**src/rtl/sopc_data_bus_if.sv**
```systemverilog
// CPU-to-slave data bus signal bundle. The slave modport is the bus controller's
// view (CPU request in, slave strobes out); master is the surrounding CPU/slave side.
interface sopc_data_bus_if #(
  parameter int NUM_SLAVES = 2
);
  logic                        cpu_ce_i;
  logic                        cpu_we_i;
  logic [31:0]                 cpu_addr_i;
  logic [3:0]                  cpu_sel_i;
  logic [31:0]                 cpu_data_i;
  logic [31:0]                 cpu_data_o;
  logic                        cpu_stall_o;
  logic                        cpu_err_o;
  logic [NUM_SLAVES-1:0]       s_ce_o;
  logic                        s_we_o;
  logic [31:0]                 s_addr_o;
  logic [3:0]                  s_sel_o;
  logic [31:0]                 s_data_o;
  logic [NUM_SLAVES-1:0][31:0] s_data_i;
  logic [NUM_SLAVES-1:0]       s_ack_i;

  modport slave (
    input  cpu_ce_i, cpu_we_i, cpu_addr_i, cpu_sel_i, cpu_data_i, s_data_i, s_ack_i,
    output cpu_data_o, cpu_stall_o, cpu_err_o, s_ce_o, s_we_o, s_addr_o, s_sel_o, s_data_o
  );

  modport master (
    output cpu_ce_i, cpu_we_i, cpu_addr_i, cpu_sel_i, cpu_data_i, s_data_i, s_ack_i,
    input  cpu_data_o, cpu_stall_o, cpu_err_o, s_ce_o, s_we_o, s_addr_o, s_sel_o, s_data_o
  );
endinterface

```
**src/rtl/sopc_data_bus.sv**
```systemverilog
// Single-outstanding CPU data bus: decodes addr[31:28] to a one-hot slave enable and waits for ack.
// Optional BUSY timeout abort is compiled in with `define SOPC_BUS_TIMEOUT_EN.
module sopc_data_bus #(
  parameter int NUM_SLAVES     = 2,
  parameter int TIMEOUT_CYCLES = 255
) (
  input logic          clk,
  input logic          rst,
  sopc_data_bus_if.slave bus
);
  localparam int IDX_W = (NUM_SLAVES > 1) ? $clog2(NUM_SLAVES) : 1;

  if (NUM_SLAVES < 1 || NUM_SLAVES > 16) begin : g_bad_slaves
    $error("sopc_data_bus: NUM_SLAVES out of range 1..16");
  end
  if (TIMEOUT_CYCLES < 1 || TIMEOUT_CYCLES > 65535) begin : g_bad_timeout
    $error("sopc_data_bus: TIMEOUT_CYCLES out of range 1..65535");
  end

  typedef enum logic [1:0] {S_IDLE, S_BUSY, S_DONE, S_ERR} state_t;

  state_t                r_state, w_next;
  logic [IDX_W-1:0]      r_idx;
  logic                  r_s_we;
  logic [31:0]           r_s_addr, r_s_data, r_cpu_data;
  logic [3:0]            r_s_sel;
  logic                  w_hit, w_ack, w_tmo, w_accept;
  logic                  w_stall, w_err;
  logic [NUM_SLAVES-1:0] w_ce;

  // Compare in 5 bits so NUM_SLAVES=16 decodes every index as valid.
  assign w_hit    = ({1'b0, bus.cpu_addr_i[31:28]} < 5'(NUM_SLAVES));
  assign w_ack    = bus.s_ack_i[r_idx];
  assign w_accept = (r_state == S_IDLE) && bus.cpu_ce_i && w_hit;

`ifdef SOPC_BUS_TIMEOUT_EN
  logic [15:0] r_tmo_cnt;

  // Counter value TIMEOUT_CYCLES-1 here means it reaches TIMEOUT_CYCLES on this edge.
  assign w_tmo = (r_tmo_cnt == 16'(TIMEOUT_CYCLES - 1));

  always_ff @(posedge clk) begin
    if (rst)                              r_tmo_cnt <= '0;
    else if (w_accept)                    r_tmo_cnt <= '0;
    else if (r_state == S_BUSY && !w_ack) r_tmo_cnt <= r_tmo_cnt + 16'd1;
  end
`else
  assign w_tmo = 1'b0;
`endif

  always_ff @(posedge clk) begin
    if (rst) r_state <= S_IDLE;
    else     r_state <= w_next;
  end

  always_comb begin
    w_next  = r_state;
    w_stall = 1'b0;
    w_err   = 1'b0;
    unique case (r_state)
      S_IDLE: begin
        w_stall = bus.cpu_ce_i;
        if (bus.cpu_ce_i) w_next = w_hit ? S_BUSY : S_ERR;
      end
      S_BUSY: begin
        w_stall = 1'b1;
        if (w_ack)      w_next = S_DONE;
        else if (w_tmo) w_next = S_ERR;
      end
      S_DONE: w_next = S_IDLE;
      S_ERR: begin
        w_err  = 1'b1;
        w_next = S_IDLE;
      end
      default: w_next = S_IDLE;
    endcase
  end

  for (genvar k = 0; k < NUM_SLAVES; k++) begin : g_ce
    assign w_ce[k] = (r_state == S_BUSY) && (r_idx == IDX_W'(k));
  end

  always_ff @(posedge clk) begin
    if (rst) begin
      r_idx      <= '0;
      r_s_we     <= 1'b0;
      r_s_addr   <= '0;
      r_s_sel    <= '0;
      r_s_data   <= '0;
      r_cpu_data <= '0;
    end else begin
      if (w_accept) begin
        r_idx    <= bus.cpu_addr_i[28 +: IDX_W];
        r_s_we   <= bus.cpu_we_i;
        r_s_addr <= bus.cpu_addr_i;
        r_s_sel  <= bus.cpu_sel_i;
        r_s_data <= bus.cpu_data_i;
      end
      if (w_next == S_ERR)
        r_cpu_data <= '0;
      else if (r_state == S_BUSY && w_ack && !r_s_we)
        r_cpu_data <= bus.s_data_i[r_idx];
    end
  end

  assign bus.s_ce_o      = w_ce;
  assign bus.s_we_o      = r_s_we;
  assign bus.s_addr_o    = r_s_addr;
  assign bus.s_sel_o     = r_s_sel;
  assign bus.s_data_o    = r_s_data;
  assign bus.cpu_data_o  = r_cpu_data;
  assign bus.cpu_stall_o = w_stall;
  assign bus.cpu_err_o   = w_err;
endmodule

```
**src/flat_wrapper.sv**
```systemverilog
// flat-port wrapper written by rule: the top's interface ports become plain ports
module sopc_data_bus_flat 
#(
  parameter int NUM_SLAVES     = 2,
  parameter int TIMEOUT_CYCLES = 255
)
  (clk, rst, bus_cpu_ce_i, bus_cpu_we_i, bus_cpu_addr_i, bus_cpu_sel_i, bus_cpu_data_i, bus_s_data_i, bus_s_ack_i, bus_cpu_data_o, bus_cpu_stall_o, bus_cpu_err_o, bus_s_ce_o, bus_s_we_o, bus_s_addr_o, bus_s_sel_o, bus_s_data_o);
  sopc_data_bus_if #(.NUM_SLAVES(NUM_SLAVES)) bus_i ();
  input logic clk;
  input logic rst;
  input wire logic [$bits(bus_i.cpu_ce_i)-1:0] bus_cpu_ce_i;
  input wire logic [$bits(bus_i.cpu_we_i)-1:0] bus_cpu_we_i;
  input wire logic [$bits(bus_i.cpu_addr_i)-1:0] bus_cpu_addr_i;
  input wire logic [$bits(bus_i.cpu_sel_i)-1:0] bus_cpu_sel_i;
  input wire logic [$bits(bus_i.cpu_data_i)-1:0] bus_cpu_data_i;
  input wire logic [$bits(bus_i.s_data_i)-1:0] bus_s_data_i;
  input wire logic [$bits(bus_i.s_ack_i)-1:0] bus_s_ack_i;
  output wire logic [$bits(bus_i.cpu_data_o)-1:0] bus_cpu_data_o;
  output wire logic [$bits(bus_i.cpu_stall_o)-1:0] bus_cpu_stall_o;
  output wire logic [$bits(bus_i.cpu_err_o)-1:0] bus_cpu_err_o;
  output wire logic [$bits(bus_i.s_ce_o)-1:0] bus_s_ce_o;
  output wire logic [$bits(bus_i.s_we_o)-1:0] bus_s_we_o;
  output wire logic [$bits(bus_i.s_addr_o)-1:0] bus_s_addr_o;
  output wire logic [$bits(bus_i.s_sel_o)-1:0] bus_s_sel_o;
  output wire logic [$bits(bus_i.s_data_o)-1:0] bus_s_data_o;
  assign bus_i.cpu_ce_i = bus_cpu_ce_i;
  assign bus_i.cpu_we_i = bus_cpu_we_i;
  assign bus_i.cpu_addr_i = bus_cpu_addr_i;
  assign bus_i.cpu_sel_i = bus_cpu_sel_i;
  assign bus_i.cpu_data_i = bus_cpu_data_i;
  assign bus_i.s_data_i = bus_s_data_i;
  assign bus_i.s_ack_i = bus_s_ack_i;
  assign bus_cpu_data_o = bus_i.cpu_data_o;
  assign bus_cpu_stall_o = bus_i.cpu_stall_o;
  assign bus_cpu_err_o = bus_i.cpu_err_o;
  assign bus_s_ce_o = bus_i.s_ce_o;
  assign bus_s_we_o = bus_i.s_we_o;
  assign bus_s_addr_o = bus_i.s_addr_o;
  assign bus_s_sel_o = bus_i.s_sel_o;
  assign bus_s_data_o = bus_i.s_data_o;
  sopc_data_bus #(.NUM_SLAVES(NUM_SLAVES), .TIMEOUT_CYCLES(TIMEOUT_CYCLES)) u_core (.clk(clk), .rst(rst), .bus(bus_i));
endmodule
```
**config.mk**
```make
export PLATFORM = sky130hd
export DESIGN_NAME = sopc_data_bus_flat
export DESIGN_NICKNAME = d
export VERILOG_FILES = /design/src/rtl/sopc_data_bus_if.sv /design/src/rtl/sopc_data_bus.sv /design/src/flat_wrapper.sv
export SDC_FILE = /design/constraint.sdc
export NUM_CORES = 1
export LEC_CHECK = 0
export ABC_AREA = 1
export BUFFER_PORTS_ARGS = -buffer_cell sky130_fd_sc_hd__clkbuf_2
export CORE_MARGIN = 3
export CORE_UTILIZATION = 25
export DETAILED_ROUTE_END_ITERATION = 16
export PLACE_DENSITY = 0.58
export SYNTH_ARGS = -nofsm -noshare
export SYNTH_HDL_FRONTEND = slang
export SYNTH_SLANG_ARGS = --single-unit
```
**constraint.sdc**
```tcl
create_clock -name clk -period 2.9 [get_ports clk]
set_input_delay 0.145 -clock clk [delete_from_list [all_inputs] [get_ports clk]]
set_output_delay 0.145 -clock clk [all_outputs]
set_load 0.01 [all_outputs]
```
# Word-level counts from Yosys, hierarchy flattened
# Cells that the tools add are included.
[totals]
out_inout_bits = 105
wordCells = 34
reg_bits = 104
inputBits = 138
[classes]
n_lt_le_gt_ge = 2
bitwise_logic = 1
n_eq_ne = 4
mux = 10
reduce_logical = 10
[op_table]
columns = ["cell", "n"]
rows = [
  ["$mux W32", 2],
  ["$eq A2 B2 Y1 const B", 3],
  ["$logic_and A1 B1 Y1", 6],
  ["$mux W2", 3],
  ["$pmux W2 S3", 1],
  ["$lt A4 B2 Y1 const B", 1],
  ["$reduce_or A2 Y1", 2],
  ["$mux W1", 3],
  ["$eq A2 B1 Y1 const B", 1],
  ["$logic_not A2 Y1", 1],
  ["$lt A1 B2 Y1 const B", 1],
  ["$pmux W1 S2", 1],
  ["$logic_not A1 Y1", 1],
  ["$not A1 Y1", 1],
]

# Longest topological paths before layout
# Gate-level depths: netlist of the first run.
[logic_depth]
word_depth = 6
depth_mapped = 8
mapped_depth_nobuf = 6

# Worst setup path before layout of the first run
# No wires, ideal clock.
[synth_path]
path_kind = "reg-to-reg"
start = "reg u_core.r_state[1]"
end = "reg u_core.r_s_addr[28], in the netlist u_core.bus.s_addr_o[28]"
required_ns = 2.784
arrival_time_ns = 1.103
stages_incl_launch_ff = 9
period_less_slack_ns = 1.218
setup_ns = 0.116
slack_ns = 1.682
n_path_buf = 2
cell_sequence = "dfxtp_1 nor2_1 nand2_2 nor2_4 inv_2 buf_6 buf_6 nor2_1 nor2_1"
[synth_via]
elab_chain_len = 3
[synth_lines]
columns = ["item", "line", "rtl"]
rows = [
  ["from (decl)", "sopc_data_bus.sv:22", "state_t r_state, w_next;"],
  ["from (signal assigned)", "sopc_data_bus.sv:53", "else r_state <= w_next;"],
  ["$logic_not A2 Y1", "sopc_data_bus.sv:34", "assign w_accept = (r_state == S_IDLE) && bus.cpu_ce_i && w_hit;"],
  ["$logic_and A1 B1 Y1 (2 in series)", "sopc_data_bus.sv:34", ""],
  ["to (signal assigned)", "sopc_data_bus.sv:95", "r_s_addr <= bus.cpu_addr_i;"],
  ["to (decl)", "sopc_data_bus.sv:25", "logic [31:0] r_s_addr, r_s_data, r_cpu_data;"],
]
# No other way between the ends.
# A chain may end at the register's enable or synchronous reset.

# Worst setup path after layout of the first run
[layout_path]
start = "in rst"
end = "reg u_core.r_cpu_data[15], in the netlist u_core.bus.cpu_data_o[15]"
[layout_via]
elab_chain_len = 1
[layout_lines]
columns = ["item", "line", "rtl"]
rows = [
  ["from (decl)", "flat_wrapper.sv:10", "input logic rst;"],
  ["$reduce_or A2 Y1 (no source line)", "--", ""],
  ["to (signal assigned)", "sopc_data_bus.sv:102", "r_cpu_data <= bus.s_data_i[r_idx];"],
  ["to (decl)", "sopc_data_bus.sv:25", ""],
]
# No other way between the ends.

==> results of run 1 <==
==> sequential cells by signal, summed over array words and instances (netlist names) <==
signal / flops
u_core.bus.cpu_data_o: 32
u_core.bus.s_addr_o: 32
u_core.bus.s_data_o: 32
u_core.bus.s_sel_o: 4
u_core.bus.s_we_o: 1
u_core.r_state: 2
==> power groups by stage <==
stage | clock network (uW) | registers (uW) | logic (uW)
after CTS | 1220 | 1480 | 367
after global placement | 0 | 1510 | 361
final | 1160 | 1480 | 361
after global routing | 1270 | 1480 | 406
after detailed placement | 0 | 1510 | 358
after floorplan | 0 | 1530 | 162
==> worst max-delay path, cell delays in order <==
cell and delay [ns]:
dlygate4sd3_1 0.54, clkbuf_2 0.14, clkinv_1 0.73, nand2_1 0.28, buf_4 0.36, a21oi_1 0.07
==> logic make-up (layout without fill, tap and decap cells) <==
kind of cell,after synthesis,count (layout)
compound gates,100,100
simple gates,316,316
buf+inv,53,282
flops,103,103
==> worst paths after layout <==
check             cells past startpoint  slack, ns                            startpoint                                      to
hold / removal                        3       0.02                     bus_cpu_addr_i[3]     u_core.bus.s_addr_o[3]$_SDFFE_PP0P_
setup / recovery                      6       0.85                                   rst  u_core.bus.cpu_data_o[15]$_SDFFE_PP0P_
hold reg to reg                       2       0.44  u_core.bus.s_addr_o[31]$_SDFFE_PP0P_    u_core.bus.s_addr_o[31]$_SDFFE_PP0P_
setup reg to reg                      7       0.88  u_core.bus.s_addr_o[28]$_SDFFE_PP0P_  u_core.bus.cpu_data_o[19]$_SDFFE_PP0P_
==> metal layers <==
layer  global-route usage [%]  wire length (um)  vias to the layer above
met2                     22.8              6080                      187
met5                        0                 0                        -
met1                     18.4              6000                     1944
li1                         -                 -                     2299
met4                     5.32               225                        0
met3                     4.81              1280                       16
==> stage by stage <==
stage	power, uW	setup WS (ns)
finish	3000	0.848
global route	3160	0.611
CTS	3060	0.751
detailed placement	1870	0.843
global placement	1870	0.920
floorplan	1690	1.68
==> layout by cell type, fill, tap and decap left out, drive strengths merged <==
cell / netlist / routed
clkinv: 0 / 4
nand4: 32 / 32
o21ai: 66 / 66
a21oi: 34 / 34
nand2: 141 / 141
clkbuf: 15 / 251
inv: 9 / 10
dfxtp: 103 / 103
nand3: 2 / 2
clkinvlp: 0 / 2
nor2: 141 / 141
buf: 29 / 9
dlygate4sd3: 0 / 6
==> final cells by class <==
| cell class | count | area [sq um] | share of cell area [%] |
|---|---|---|---|
| Inverter | 9 | 33.8 | 0.582 |
| Multi-Input combinational cell | 416 | 1790 | 30.8 |
| Sequential cell | 103 | 2060 | 35.5 |
| Timing Repair Buffer | 257 | 1360 | 23.5 |
| Clock inverter | 7 | 57.6 | 0.992 |
| Tap cell | 216 | 270 | 4.66 |
| Clock buffer | 9 | 225 | 3.88 |
==> synth_stat cells (all sizes together) <==
master,n,area (sq um)
nand3,2,15.0
nand2,141,534
buf,29,194
nand4,32,200
o21ai,66,330
a21oi,34,170
clkbuf,15,56.3
nor2,141,539
inv,9,33.8
dfxtp,103,2060
==> results_dict.tcl, run 1 <==
set metrics [dict create \
    status "complete, no violations" \
    cp_max_fo 35 \
    cts_tree "yes" \
    setup_violations 0 \
    fin_hold_ws_ns 0.0165 \
    antennaDiodeCount 0 \
    layout-drive-gt1-share_pct 34.2 \
    final_hold_viol_count 0 \
    place_congestion 0.733 \
    p_leak_uw 0.00295 \
    ant_nets 0 \
    insertion_delay_ns 0.35 \
    syn_area_per_cell_sq_um 7.23 \
    grt_start_max_net_pins 70 \
    first_pass_iters 4 \
    required_ns 3.12 \
    drv_cap 0 \
    muxShareOfSynthArea_pct 0 \
    synth_xor_area_share_pct 0 \
    ctsResizeCount 0 \
    final_util_pct 36.1 \
    ys_warn_count 0 \
    rows 46 \
    drt-initial-drc-count 174 \
    cts_buffer_depth 2 \
    fillers 1725 \
    syn_nets 710 \
    arrival_ns 2.27 \
    fin_crit_sh_pct 70.7 \
    report.final.slew_viol_count 0 \
    clk_pin_slew_ns 0.07 \
    syn_to_final_growth_pct 40.3 \
    dieArea_sq_um 18100 \
    post-cts-setup-buffers 0 \
    p_seq_share_pct 49.2 \
    grtUsageTotal_pct 14.4 \
    grt_first_pass_wirelength_um 21100 \
    fin_skew_ns 0.00480 \
    post-route-min-period_ns 2.05 \
    peakVddDrop_uv 238 \
    yosys.area_share.adder_pct 0 \
    ys_ff_latch 103 \
    grt_pass1_vias 4162 \
    grt.overflow.total 0 \
    die_y_um 135 \
    h-tree-depth 3 \
    drc 0 \
    synthesis.area_sq_um 4140 \
    hpwlAfterDp_um 9550 \
    setup_tns_ns 0 \
    synth_top_family_by_area "simple AND/OR/NAND/NOR gates" \
    die_x_um 135 \
    clkPwrFrac_pct 38.7 \
    ys_types 19 \
    max_freq_mhz 487 \
    placed_area_sq_um 5460 \
    pwr-share-comb_pct 12.0 \
    rsz0062_at_grt "false" \
    endpoint_kind "flip-flop" \
    synth-compound-area-share_pct 12.1 \
    worst_slew_pin_slew_ns 0.950 \
    cts_hold_buf 6 \
    vias_per_cell 4.37 \
    final_cells 1017 \
    min_path_type "in2reg" \
    internal_power_uw 2200 \
    numCtsBuffers 9 \
    clockRootBuffer "clkbuf_16" \
    power_density_nw_per_um2 518 \
    p_sw_uw 800 \
    place.port_buffers 242 \
    routed_wl_um 13600 \
    critPathKind "in2reg" \
    start_util_pct 25.8 \
    switching_share_pct 26.6 \
    antenna_found_initial 0 \
    post-route-cell-area_sq_um 5800 \
    clock-sinks 103 \
    netlist_instances 572 \
    slew_headroom_pct 36.3 \
    dp_cells 995 \
    yosysSeqAreaShare_pct 49.9 \
    critPathLaunchType "primary input" \
    vias 4446 \
    core_area_sq_um 16100 \
    drt-wirelength-per-cell_um 13.4 \
    io_pins 243 \
    final_nets 934 \
    synth-simple-area-share_pct 31.2 \
]
Power figures use the tool's default switching activity.
==> inputs of run 2 (changes only) <==
- clock period: 2.9 -> 1.9 ns (I/O delays scaled with it)
==> run 2 against run 1 <==
Net effect: final cell count is 6.2% higher; final area increased by 11%; via count rose by 7.2%; global-route usage increased by 1.5 points; register-to-register slack worse by 0.43 ns; clock power grew 63%; largest cell class unchanged.
==> results_dict.tcl, run 2 (synthesized netlist as in run 1, its figures left out) <==
set metrics [dict create \
    status "complete, no violations" \
    start_util_pct 25.8 \
    critPathLaunchType "flip-flop" \
    grtUsageTotal_pct 15.9 \
    dp_cells 998 \
    grt-busiest-layer "met2" \
    antennaDiodeCount 0 \
    final_util_pct 40.1 \
    insertion_delay_ns 0.34 \
    peakVddDrop_uv 386 \
    critPathLaunch "u_core.r_state[0]$_SDFF_PP0_" \
    report.final.slew_viol_count 0 \
    place_congestion 0.745 \
    rsz0062_at_grt "false" \
    final_common_cell "clkbuf_2" \
    critPathKind "reg2out" \
    r2r_cells 6 \
    r2r-start "u_core.r_state[1]$_SDFF_PP0_" \
    max_freq_mhz 558 \
    h-tree-depth 3 \
    layout-drive-gt1-share_pct 31.8 \
    grt_first_pass_wirelength_um 23300 \
    min_path_type "in2reg" \
    setup_violations 0 \
    first_pass_iters 4 \
    cts_hold_buf 66 \
    p_leak_uw 0.00322 \
    die_x_um 135 \
    rows 46 \
    hpwlAfterDp_um 9600 \
    clock-sinks 103 \
    place.port_buffers 242 \
    die_y_um 135 \
    ctsResizeCount 0 \
    slew_headroom_pct 75.8 \
    grt_pass1_vias 4529 \
    grt_use_met1_pct 19.9 \
    drv_cap 0 \
    grt.overflow.total 0 \
    cp_max_fo 35 \
    cp-endpoint "bus_s_ce_o[1]" \
    rrSetupSlack_ns 0.45 \
    arrival_ns 1.70 \
    syn_to_final_growth_pct 55.8 \
    ant_nets 0 \
    core_area_sq_um 16100 \
    drt-wirelength-per-cell_um 13.6 \
    gr-usage-met3_pct 4.58 \
    cts_tree "yes" \
    dieArea_sq_um 18100 \
    final_hold_viol_count 0 \
    met2_usage_pct 26.1 \
    worst_slew_pin_slew_ns 0.362 \
    post-route-min-period_ns 1.79 \
    required_ns 1.80 \
    post-route-cell-area_sq_um 6440 \
    numCtsBuffers 9 \
    endpoint_kind "output port" \
    fin_skew_ns 0.00704 \
    fin_hold_ws_ns 0.0404 \
    grt_start_max_net_pins 67 \
    vias 4767 \
    layout_common_cells "clkbuf_2 (242), nor2_1 (139), nand2_1 (139)" \
    final_nets 997 \
    clockRootBuffer "clkbuf_16" \
    setup_tns_ns 0 \
    placed_area_sq_um 5480 \
    final_cells 1080 \
    drc 0 \
    r2r-end "u_core.bus.s_addr_o[17]$_SDFFE_PP0P_" \
    antenna_found_initial 0 \
    fin_crit_sh_pct 94.2 \
    power_density_nw_per_um2 748 \
    io_pins 243 \
    routed_wl_um 14700 \
    vias_per_cell 4.41 \
    post-cts-setup-buffers 0 \
    hp-start "bus_cpu_addr_i[28]" \
    drt-initial-drc-count 207 \
    cts_buffer_depth 2 \
    clk_pin_slew_ns 0.06 \
]
run 2: cell count changes in the layout (fill, tap and decap cells not counted):
cell           change
dlygate4sd3_1     +60
buf_4              +3
clkbuf_1           +2
clkinv_4           -2
bufinv_16          +1
clkbuf_8           +1
clkinv_2           -1
inv_8              -1
run 2: cell type report:
| class | count | area (sq um) |
|---|---|---|
| Clock inverter | 4 | 53.8 |
| Tap cell | 216 | 270 |
| Inverter | 9 | 33.8 |
| Sequential cell | 103 | 2060 |
| Clock buffer | 12 | 246 |
| Multi-Input combinational cell | 416 | 1790 |
| Fill cell | 1638 | 9620 |
| Timing Repair Buffer | 320 | 1990 |
run 2: critical path, stage by stage, from the launching register on:
cell      delay (ns)
dfxtp_1         0.35
inv_1           0.05
nor2_2          0.11
buf_4           0.36
inv_1           0.12
nor2_1          0.18
clkbuf_2        0.17
run 2: stage by stage:
step                      setup WS, ns  power, uW
after floorplan                  0.682       2580
after global placement           0.389       2860
after detailed placement         0.391       2860
after CTS                        0.104       4900
after global routing            0.0233       5050
final                            0.109       4820
run 2: routing by layer:
metal	wire [um]	part of all wire, %
met3	1280	8.7
met1	6290	43
met2	6830	46
met4	313	2.1
met5	0	0
run 2: how the worst min path moves through the flow:
| stage | end | slack [ns] | cells past startpoint |
|---|---|---|---|
| finish | u_core.bus.s_addr_o[28]$_SDFFE_PP0P_ | 0.04 | 3 |
| global route | u_core.bus.s_addr_o[28]$_SDFFE_PP0P_ | 0.08 | 3 |
| CTS | u_core.bus.s_addr_o[28]$_SDFFE_PP0P_ | 0.03 | 3 |
| detailed placement | u_core.r_state[0]$_SDFF_PP0_ | 0.30 | 2 |
| global placement | u_core.r_state[0]$_SDFF_PP0_ | 0.30 | 2 |
| floorplan | u_core.r_state[0]$_SDFF_PP0_ | 0.16 | 1 |
run 2: where the power goes:
part	switching (uW)	internal (uW)	leakage [uW]
registers	35.2	2220	0.000834
clock network	830	1060	0.000139
logic	345	318	0.00225
==> inputs of run 3 (changes only) <==
- CORE_ASPECT_RATIO: default -> 0.6
==> run 3 against run 2 <==
Net effect: flip-flop and latch count did not move; setup slack improved by 0.058 ns; sequential share of layout area rose by 0.062 points; via count fell by 1.5%; sequential power barely moved; maximum frequency rose by 3.3%; final area fell by 0.19%; final cell count fell by 1.4%; largest power group unchanged.
==> results_dict.tcl, run 3 (synthesized netlist as in run 1, its figures left out) <==
set metrics [dict create \
    grtUsageTotal_pct 15.9 \
    h-tree-depth 3 \
    syn_to_final_growth_pct 55.5 \
    drv_cap 0 \
    r2r-start "u_core.bus.s_addr_o[28]$_SDFFE_PP0P_" \
    required_ns 1.80 \
    post-route-cell-area_sq_um 6430 \
    drt-wirelength-per-cell_um 14.0 \
    fin_skew_ns 0.00811 \
    hpwlAfterDp_um 10100 \
    place_congestion 0.757 \
    report.final.slew_viol_count 0 \
    fin_hold_ws_ns 0.0108 \
    p_leak_uw 0.00324 \
    final_nets 995 \
    numCtsBuffers 9 \
    clk_pin_slew_ns 0.07 \
    clockRootBuffer "clkbuf_16" \
    arrival_ns 1.64 \
    holdPathEnd "u_core.bus.s_addr_o[18]$_SDFFE_PP0P_" \
    final_common_cell "clkbuf_2" \
    endpoint_kind "output port" \
    r2r_cells 5 \
    antennaDiodeCount 0 \
    setup_violations 0 \
    holdPathStages 3 \
    clock-sinks 103 \
    worst_slew_pin_slew_ns 0.672 \
    ctsResizeCount 0 \
    rsz0062_at_grt "false" \
    hp-start "bus_cpu_addr_i[18]" \
    critPathLaunchType "flip-flop" \
    io_pins 243 \
    core_area_sq_um 15800 \
    drt-initial-drc-count 299 \
    fillers 1616 \
    clkPwrFrac_pct 40.1 \
    grt_start_max_net_pins 65 \
    final_cells 1065 \
    grt_first_pass_wirelength_um 23100 \
    layout_common_cells "clkbuf_2 (242), nor2_1 (139), nand2_1 (139)" \
    layout-drive-gt1-share_pct 32.3 \
    dp_cells 985 \
    pwr-share-comb_pct 13.6 \
    vias 4696 \
    drc 0 \
    p_sw_uw 1280 \
    vias_per_cell 4.41 \
    preCtsSetupSlack_ns 0.342 \
    power_density_nw_per_um2 759 \
    grt_pass1_vias 4577 \
    insertion_delay_ns 0.34 \
    switching_share_pct 26.3 \
    internal_power_uw 3600 \
    rows 35 \
    fin_crit_sh_pct 91.2 \
    timing.final.ws_setup_ns 0.167 \
    cts_buffer_depth 2 \
    post-route-min-period_ns 1.73 \
    critPathKind "reg2out" \
    r2r-end "u_core.bus.cpu_data_o[25]$_SDFFE_PP0P_" \
    rrSetupSlack_ns 0.36 \
    status "complete, no violations" \
    slew_headroom_pct 55.2 \
    final_hold_viol_count 0 \
    cp_max_fo 35 \
    p_seq_share_pct 46.2 \
    routed_wl_um 14900 \
    die_y_um 106 \
    die_x_um 172 \
    ant_nets 0 \
    grt.overflow.total 0 \
    first_pass_iters 4 \
    start_util_pct 26.2 \
    cts_tree "yes" \
    placed_area_sq_um 5480 \
    dieArea_sq_um 18200 \
    peakVddDrop_uv 423 \
    max_freq_mhz 577 \
    min_path_type "in2reg" \
    setup_tns_ns 0 \
    place.port_buffers 242 \
    antenna_found_initial 0 \
]
-- run 3: power by group through the flow --
stage	registers (uW)	clock network, uW	logic [uW]
after floorplan	2330	0	247
after global placement	2310	0	560
after detailed placement	2310	0	560
after CTS	2260	2040	664
after global routing	2260	2130	738
final	2260	1960	665
-- run 3: worst max path at each step --
stage	startpoint	endpoint	cells after the start
global route	u_core.r_state[0]$_SDFF_PP0_	bus_s_ce_o[1]	6
CTS	u_core.r_state[0]$_SDFF_PP0_	bus_s_ce_o[0]	6
detailed placement	u_core.bus.s_addr_o[28]$_SDFFE_PP0P_	u_core.bus.cpu_data_o[25]$_SDFFE_PP0P_	5
finish	u_core.r_state[0]$_SDFF_PP0_	bus_s_ce_o[1]	6
floorplan	u_core.r_state[1]$_SDFF_PP0_	u_core.bus.s_addr_o[28]$_SDFFE_PP0P_	8
global placement	u_core.bus.s_addr_o[28]$_SDFFE_PP0P_	u_core.bus.cpu_data_o[21]$_SDFFE_PP0P_	5
-- run 3: what timing repair did --
item,CTS,global route
hold endpoints to repair,65,0
setup buffers,0,0
hold buffers,64,0
-- run 3: cell type report --
type                    count  area (sq um)  area share [%]
clock inverters             7          86.3            1.34
repair buffers            318          1980            30.8
flip-flops and latches    103          2060            32.1
inverters                   9          33.8           0.525
multi-input cells         416          1790            27.8
well taps                 203           254            3.95
clock buffers               9           225            3.50
-- run 3: metal layers --
layer / global-route usage [%] / up-vias / routed length [um]
met2: 25.3 / 196 / 6470
met3: 5.28 / 22 / 1370
met1: 20.6 / 2059 / 6830
met5: 0 / - / 0
met4: 4.10 / 0 / 227
li1: - / 2419 / -
-- run 3: worst max-delay path: stages, from the launching register on --
cell	delay, ns
dfxtp_1	0.35
inv_1	0.05
nor2_2	0.11
buf_4	0.36
inv_1	0.15
nor2_1	0.12
clkbuf_2	0.14
-- run 3: per-stage QoR --
step	util [%]	total power, uW
after floorplan	-	2580
after global placement	34.7	2870
after detailed placement	34.7	2860
after CTS	40.8	4960
after global routing	40.8	5130
final	40.8	4880
